## src/rtl/rx_handshake_if.sv

```systemverilog
// rtl/rx_handshake_if.sv - request/ack and event-pop signal bundle for rx_handshake
// The slave side is the receiver; the master side is the sender plus event consumer.
interface rx_handshake_if #(
  parameter int CW = 4
) ();
  logic          req_in;
  logic          ack_out;
  logic          evt_valid;
  logic          evt_ready;
  logic [CW-1:0] pending;
  logic          rx_busy;
  logic          proto_err;

  modport master (
    output req_in,
    output evt_ready,
    input  ack_out,
    input  evt_valid,
    input  pending,
    input  rx_busy,
    input  proto_err
  );

  modport slave (
    input  req_in,
    input  evt_ready,
    output ack_out,
    output evt_valid,
    output pending,
    output rx_busy,
    output proto_err
  );
endinterface

```

## src/rtl/rx_handshake.sv

```systemverilog
// rtl/rx_handshake.sv - four-phase ack receiver banking requests into a credit counter
// Accepted requests become pending events released through a valid/ready pop port.
module rx_handshake #(
  parameter int SYNC_STAGES = 2,
  parameter int DEPTH       = 15,
  parameter int CW          = 4,
  parameter int TIMEOUT     = 255,
  parameter int TW          = 8
) (
  input logic         clk,
  input logic         rst,
  rx_handshake_if.slave bus
);

  typedef enum logic [1:0] {
    IDLE     = 2'd0,
    ACK_HIGH = 2'd1,
    ERR      = 2'd2
  } state_e;

  state_e                 state_q, state_d;
  logic [SYNC_STAGES-1:0] sync_q;
  logic                   req_s;
  logic                   ack_q, ack_d;
  logic [CW-1:0]          pending_q, pending_d;
  logic [TW-1:0]          timer_q, timer_d, timer_inc;
  logic                   accept;
  logic                   pop;
  logic                   evt_valid;

  always_ff @(posedge clk or negedge rst) begin
    if (!rst) begin
      sync_q <= '0;
    end else begin
      sync_q <= {sync_q[SYNC_STAGES-2:0], bus.req_in};
    end
  end

  assign req_s     = sync_q[SYNC_STAGES-1];
  assign evt_valid = (pending_q != '0);
  assign pop       = evt_valid & bus.evt_ready;
  assign timer_inc = (timer_q == TW'(TIMEOUT)) ? timer_q : timer_q + TW'(1);

  always_comb begin
    state_d = state_q;
    timer_d = timer_q;
    accept  = 1'b0;
    case (state_q)
      IDLE: begin
        timer_d = '0;
        // Space is judged on the registered count; a same-cycle pop frees it next cycle.
        if (req_s && (pending_q < CW'(DEPTH))) begin
          accept  = 1'b1;
          state_d = ACK_HIGH;
        end
      end
      ACK_HIGH: begin
        timer_d = timer_inc;
        if (!req_s) begin
          state_d = IDLE;
        end else if ((TIMEOUT != 0) && (timer_inc == TW'(TIMEOUT))) begin
          state_d = ERR;
        end
      end
      ERR: begin
        state_d = ERR;
      end
      default: begin
        state_d = IDLE;
        timer_d = '0;
      end
    endcase

    ack_d     = (state_d == ACK_HIGH);
    pending_d = pending_q;
    if (accept && !pop) begin
      pending_d = pending_q + CW'(1);
    end else if (!accept && pop) begin
      pending_d = pending_q - CW'(1);
    end
  end

  always_ff @(posedge clk or negedge rst) begin
    if (!rst) begin
      state_q   <= IDLE;
      ack_q     <= 1'b0;
      pending_q <= '0;
      timer_q   <= '0;
    end else begin
      state_q   <= state_d;
      ack_q     <= ack_d;
      pending_q <= pending_d;
      timer_q   <= timer_d;
    end
  end

  assign bus.ack_out   = ack_q;
  assign bus.evt_valid = evt_valid;
  assign bus.pending   = pending_q;
  assign bus.rx_busy   = (state_q != IDLE);
  assign bus.proto_err = (state_q == ERR);

endmodule
```

## src/flat_wrapper.sv

```systemverilog
// flat-port wrapper written by rule: the top's interface ports become plain ports
module rx_handshake_flat 
#(
  parameter int SYNC_STAGES = 2,
  parameter int DEPTH       = 15,
  parameter int CW          = 4,
  parameter int TIMEOUT     = 255,
  parameter int TW          = 8
)
  (clk, rst, bus_req_in, bus_evt_ready, bus_ack_out, bus_evt_valid, bus_pending, bus_rx_busy, bus_proto_err);
  rx_handshake_if #(.CW(CW)) bus_i ();
  input logic clk;
  input logic rst;
  input wire logic [$bits(bus_i.req_in)-1:0] bus_req_in;
  input wire logic [$bits(bus_i.evt_ready)-1:0] bus_evt_ready;
  output wire logic [$bits(bus_i.ack_out)-1:0] bus_ack_out;
  output wire logic [$bits(bus_i.evt_valid)-1:0] bus_evt_valid;
  output wire logic [$bits(bus_i.pending)-1:0] bus_pending;
  output wire logic [$bits(bus_i.rx_busy)-1:0] bus_rx_busy;
  output wire logic [$bits(bus_i.proto_err)-1:0] bus_proto_err;
  assign bus_i.req_in = bus_req_in;
  assign bus_i.evt_ready = bus_evt_ready;
  assign bus_ack_out = bus_i.ack_out;
  assign bus_evt_valid = bus_i.evt_valid;
  assign bus_pending = bus_i.pending;
  assign bus_rx_busy = bus_i.rx_busy;
  assign bus_proto_err = bus_i.proto_err;
  rx_handshake #(.SYNC_STAGES(SYNC_STAGES), .DEPTH(DEPTH), .CW(CW), .TIMEOUT(TIMEOUT), .TW(TW)) u_core (.clk(clk), .rst(rst), .bus(bus_i));
endmodule
```

## config.mk

```make
export PLATFORM = sky130hd
export DESIGN_NAME = rx_handshake_flat
export DESIGN_NICKNAME = d
export VERILOG_FILES = /design/src/rtl/rx_handshake_if.sv /design/src/rtl/rx_handshake.sv /design/src/flat_wrapper.sv
export SDC_FILE = /design/constraint.sdc
export NUM_CORES = 1
export LEC_CHECK = 0
export CORE_UTILIZATION = 25
export CTS_CLUSTER_DIAMETER = 60
export DETAILED_ROUTE_END_ITERATION = 10
export SYNTH_ARGS = -nofsm -noshare
export SYNTH_HDL_FRONTEND = slang
export SYNTH_SLANG_ARGS = --single-unit
```

## constraint.sdc

```tcl
create_clock -name clk -period 2.7 [get_ports clk]
set_clock_uncertainty 0.2 [all_clocks]
set_input_delay 0.405 -clock clk [delete_from_list [all_inputs] [get_ports clk]]
set_output_delay 0.405 -clock clk [all_outputs]
set_load 0.02 [all_outputs]
```

==> run metrics, run 1 <==
status completed; synthesized cell area roughly 0.0011 mm²; TritonCTS clock tree done; critical path startpoint category flip-flop; # fillers 416; initial drt markers 44; full die area around 0.0046 mm²; Routed WL around 2.1 mm; number of synthesized flops with an enable pin 0; Area Overhead vs Synth 15.89%; clk slew on worst S/H paths approximately 60 ps; final setup vio count 0; hold_ws between 150 and 200 ps; minimum period implied by the final worst setup slack around 2600 ps; worst skew pair latency ~250 ps; flops & latches, synth 17; via count slightly above 800; clk buf depth 2; H-tree depth 1; Distinct cells, synth 40; top_reg_cell synth dfrtp_1; Final ANT Viol Nets 0; fin crit share 0.9552; fin nets about 120; R2R cell count 9; drt drc 0; Hold Fails Final Rpt 0; worst hold path cell count 0; area of the multi-input gates between 500 and 600 µm²; n_diodes 0; # hold bufs at CTS 0; vias in the first global route approximately 780; Lkg Pwr between 0.5 and 0.6 nW; CTS sink cnt 17; Avg Cell Area, Syn between 10 and 15 µm²; post_cts resized 0; IO buf count 11; RD Place Congestion 0.7411; unrepaired setup endpoints after global routing no; CP Data Required Time ~2700 ps; Max-Cap Viols 0; Net Count, Synth ~120; Post-synth ARST share 1.000; CP Data Arrival Time between 2000 and 3000 ps; Min-Delay Startpoint u_core.sync_q[0]; clock buffer count from CTS 3; Root Driver clkbuf_8; Max-slew headroom 0.4975; YS warnings 0; antenna violations before repair 0; GRT Total Usage 0.1057; Post-Synthesis Cells approximately 110; share of post-route cells with drive strength above 1 0.1518; CP Launch Point u_core.bus.pending[2]; Setup Buffers After CTS 0; sequential cell area about 430 µm²; Worst R2R Start u_core.bus.pending[2]; largest net degree at the start of global routing 18; core area roughly 0.0041 mm²; Max Slew Vio Count 0; Crit Path Max Fanout 5; Peak Freq roughly 390 MHz; CP Capture Type flip-flop; Final Util 0.3059; first-pass GRT wire length approximately 3.7 mm; maximum vdd drop around 0.27 mV; die width 67.46 µm; vias per cell 5.000; Avg WL per Cell around 13 µm; die span in y between 60 and 70 µm; HPWL Detailed about 1.5 mm; PD cells 735.9 mW/mm²; setup tns final 0 ps; Worst-Margin Slew 751.4 ps; Initial Util 0.2640; Hold WC Path Type reg -> reg; CP Class reg -> reg; register area share after synthesis 0.3972; 1st-pass router iterations 4; Ports 12; num rows 23; global route overflow 0
==> layout make-up <==
type,count,share of cell area
Clock buffer,4,0.03629
Multi-Input combinational cell,77,0.4698
Tap cell,50,0.05040
Inverter,2,0.006048
Timing Repair Buffer,12,0.09476
Sequential cell,17,0.3427
==> cell usage after synthesis (2+ instances only) <==
| cell type | count | area share |
|---|---|---|
| xnor2_1 | 3 | 0.025 |
| nand2_1 | 6 | 0.021 |
| buf_6 | 2 | 0.021 |
| a31oi_1 | 4 | 0.023 |
| ha_1 | 4 | 0.047 |
| inv_1 | 2 | 0.0070 |
| a21o_1 | 2 | 0.014 |
| nand3_1 | 4 | 0.019 |
| and3_1 | 2 | 0.012 |
| a22o_1 | 5 | 0.041 |
| a21oi_1 | 10 | 0.047 |
| buf_4 | 2 | 0.014 |
| nor2_1 | 4 | 0.014 |
| clkbuf_1 | 2 | 0.0070 |
| o21ai_0 | 2 | 0.0093 |
| dfrtp_1 | 17 | 0.40 |
| nand4_1 | 4 | 0.023 |
| o2bb2ai_1 | 2 | 0.016 |
| buf_2 | 4 | 0.019 |
| and3_2 | 3 | 0.021 |
| nor2b_1 | 3 | 0.018 |
==> stage by stage <==
step	power (mW)	setup WS (ps)	instances	cell area (µm²)
5_1_grt	0.9870	8.764	162	1241
4_1_cts	0.9099	77.31	162	1235
3_3_place_gp	0.7021	209.8	158	1190
6_report	0.9134	120.9	162	1241
3_5_place_dp	0.7204	98.29	158	1190
2_1_floorplan	0.5906	85.80	106	1075
==> final timing paths <==
path,to,slack (ps)
worst max-delay path,u_core.bus.pending[3],120
worst min-delay path,u_core.sync_q[1],160
worst max register to register,u_core.bus.pending[3],120
worst min register to register,u_core.sync_q[1],160
max in group asynchronous,u_core.bus.pending[1],1430
min in group asynchronous,u_core.sync_q[1],400
==> sequential cells by signal (all words and copies together) (netlist names) <==
name / flops
u_core.bus.pending: 4
u_core.sync_q: 2
u_core.state_q: 2
u_core.timer_q: 8
u_core.bus.ack_out: 1
==> kinds of logic after synthesis <==
group | count (synthesis) | synth area share
xor+xnor | 4 | 0.03272
compound gates | 32 | 0.2243
mux | 2 | 0.01986
buf+inv | 12 | 0.06776
fa+ha+maj | 5 | 0.06542
simple gates | 34 | 0.1928
flops | 17 | 0.3972
==> power breakdown <==
group	switching [mW]	internal, mW	leakage [nW]
sequential	0.0687	0.299	0.217
clock	0.0823	0.105	0.0228
combinational	0.167	0.192	0.277
==> worst max-delay path, stage by stage (launching register included) <==
cell and delay [ps]:
dfrtp_1 430, or4_4 550, nand2_1 90, ha_2 180, inv_1 80, ha_1 290
a21o_1 190, a21oi_2 140, mux2i_1 220, xnor2_1 130
==> placed cells by master, fill, tap and decap left out, types with 2 or more instances in the layout <==
master,synthesis,routed
dfrtp_1,17,17
clkdlybuf4s50_1,0,11
a21oi_1,10,9
nand2_1,6,6
a22o_1,5,5
nand4_1,4,4
nor2_1,4,4
nand3_1,4,4
a31oi_1,4,4
nor2b_1,3,3
and3_2,3,3
xnor2_1,3,3
ha_1,4,3
clkbuf_8,0,3
inv_1,2,2
o2bb2ai_1,2,2
and3_1,2,2
o21ai_0,2,2
a21o_1,2,2
==> routing by layer <==
metal	up-vias	routed length (µm)	GRT usage
met1	389	1132	0.1439
met3	2	70	0.02027
met2	14	923	0.1638
met4	0	4	0.03989
li1	405	-	-
met5	-	0	0
Power figures use the tool's default switching activity.
==> inputs of run 2 (changes only) <==
--- a/config.mk
+++ b/config.mk
@@ -6,6 +6,7 @@
 export NUM_CORES = 1
 export LEC_CHECK = 0
 export CORE_UTILIZATION = 25
+export CTS_BUF_LIST = sky130_fd_sc_hd__clkbuf_8
 export CTS_CLUSTER_DIAMETER = 60
 export DETAILED_ROUTE_END_ITERATION = 10
 export SYNTH_ARGS = -nofsm -noshare
==> run 2 against run 1 <==
Routed wire length down 0.28%; sequential cell count unchanged; largest cell class unchanged; sequential share of layout area unchanged; total power down 0.40%; die area unchanged; worst hold slack about the same; cell count unchanged.
==> run metrics, run 2 (synthesized netlist as in run 1, its figures left out) <==
status completed; CP Launch Point u_core.bus.pending[2]; Largest register FFs 8 (unchanged); drt drc 0 (unchanged); Routed WL 2.125 mm (-0.28%); Max-slew headroom 0.4975 (unchanged); antenna violations before repair 0 (unchanged); CP top delay family simple AND/OR/NAND/NOR gates; CP Class reg -> reg; fin crit share 0.9552 (unchanged); unrepaired setup endpoints after global routing no; Lkg Pwr 0.5208 nW (+0.80%); vias in the first global route 776 (unchanged); full die area 0.004550 mm² (unchanged); Root Driver clkbuf_8; fin nets 122 (unchanged); Peak Freq 387.7 MHz (unchanged); Max Slew Vio Count 0 (unchanged); Crit Path Max Fanout 5 (unchanged); clk buf depth 2 (unchanged); commonest non-fill, non-tap cell in the layout dfrtp_1; R2R setup slack 120 ps (about the same); CP Capture Type flip-flop; initial drt markers 44 (unchanged); worst skew pair latency 250 ps (about the same); share of post-route cells with drive strength above 1 0.1518 (unchanged); clock buffer count from CTS 3 (unchanged); largest net degree at the start of global routing 18 (unchanged); first-pass GRT wire length 3.650 mm (unchanged); Max-Cap Viols 0 (unchanged); CP max stage delay 550 ps (about the same); critical path startpoint category flip-flop; Power, Total 909.7 µW (-0.40%); setup tns final 0 ps (unchanged); Worst R2R Start u_core.bus.pending[2]; die width 67.46 µm (unchanged); most frequent cells in the layout 17 x dfrtp_1, 11 x clkdlybuf4s50_1, 9 x a21oi_1; # hold bufs at CTS 0 (unchanged); Hold WC Path Type reg -> reg; Worst-Margin Slew 751.4 ps (unchanged); num rows 23 (unchanged); GRT Total Usage 0.1057 (unchanged); CTS sink cnt 17 (unchanged); n_diodes 0 (unchanged); vias per cell 5.000 (unchanged); PD cells 732.9 mW/mm² (-0.40%); worst-path cell chain or4_4, nand2_1, ha_2, inv_1, ha_1, a21o_1, a21oi_2, mux2i_1, xnor2_1; Hold Fails Final Rpt 0 (unchanged); global route overflow 0 (unchanged); via count 810 (unchanged); slowest stage cell on the critical path or4_4; Initial Util 0.2640 (unchanged); clk slew on worst S/H paths 60 ps (about the same); Area Overhead vs Synth 15.89% (unchanged); IO buf count 11 (unchanged); core area 0.004058 mm² (unchanged); Ports 12 (unchanged); Setup WS post-layout 120.9 ps (unchanged); pre-CTS setup slack 98.29 ps (unchanged); CP Data Arrival Time 2550 ps (about the same); CP Buf/Inv Count 1 (unchanged); CP Data Required Time 2670 ps (about the same); TritonCTS clock tree done; H-tree depth 1 (unchanged); RD Place Congestion 0.7411 (unchanged); 1st-pass router iterations 4 (unchanged); HPWL Detailed 1.516 mm (unchanged); Avg WL per Cell 13.12 µm (-0.28%); Final ANT Viol Nets 0 (unchanged); die span in y 67.46 µm (unchanged); Most flops, register u_core.timer_q; maximum vdd drop 0.2666 mV (about the same); final setup vio count 0 (unchanged); Min-Delay Startpoint u_core.sync_q[0]; minimum period implied by the final worst setup slack 2579 ps (unchanged)
[run 2: repair_timing]
action	in CTS	in global routing
setup buffers	0	0
endpoints found under the setup margin	0	1
gates resized for setup	0	2
hold endpoints to repair	0	0
[run 2: final timing paths]
path                                              end  cells after the start
worst max-delay path            u_core.bus.pending[3]                      9
worst min-delay path                 u_core.sync_q[1]                      0
worst max register to register  u_core.bus.pending[3]                      9
worst min register to register       u_core.sync_q[1]                      0
max in group asynchronous       u_core.bus.pending[1]                      1
min in group asynchronous            u_core.sync_q[1]                      1
[run 2: power breakdown]
part           switching (mW)  internal [mW]
Clock                  0.0826          0.101
Combinational           0.167          0.192
Sequential             0.0687          0.299
Total                   0.318          0.592
[run 2: metrics by stage]
stage,instance area [µm²],cells,hold WS (ps),utilization
floorplan,1075,106,-90.59,-
global placement,1190,158,142.5,0.2932
detailed placement,1190,158,145.5,0.2932
CTS,1235,162,160.2,0.3043
global route,1241,162,161.5,0.3059
finish,1241,162,155.4,0.3059
[run 2: layout make-up]
| class | count | area, µm² |
|---|---|---|
| multi-input combinational | 77 | 583.1 |
| clock inverter | 1 | 3.754 |
| inverter | 2 | 7.507 |
| clock buffer | 3 | 41.29 |
| fill | 416 | 2816 |
| sequential | 17 | 425.4 |
| timing repair buffer | 12 | 117.6 |
| tap | 50 | 62.56 |
[run 2: layer usage]
layer | part of all wire | track usage | up-vias
met2 | 0.43 | 0.1638 | 16
met4 | 0.0019 | 0.03989 | 0
met5 | 0 | 0 | -
met3 | 0.041 | 0.02027 | 2
met1 | 0.53 | 0.1439 | 389
li1 | - | - | 403
[run 2: worst reg2reg max path: stages, from the launching register on]
cell and delay, ps:
dfrtp_1 430, or4_4 550, nand2_1 90, ha_2 180
inv_1 80, ha_1 290, a21o_1 190, a21oi_2 140
mux2i_1 220, xnor2_1 130
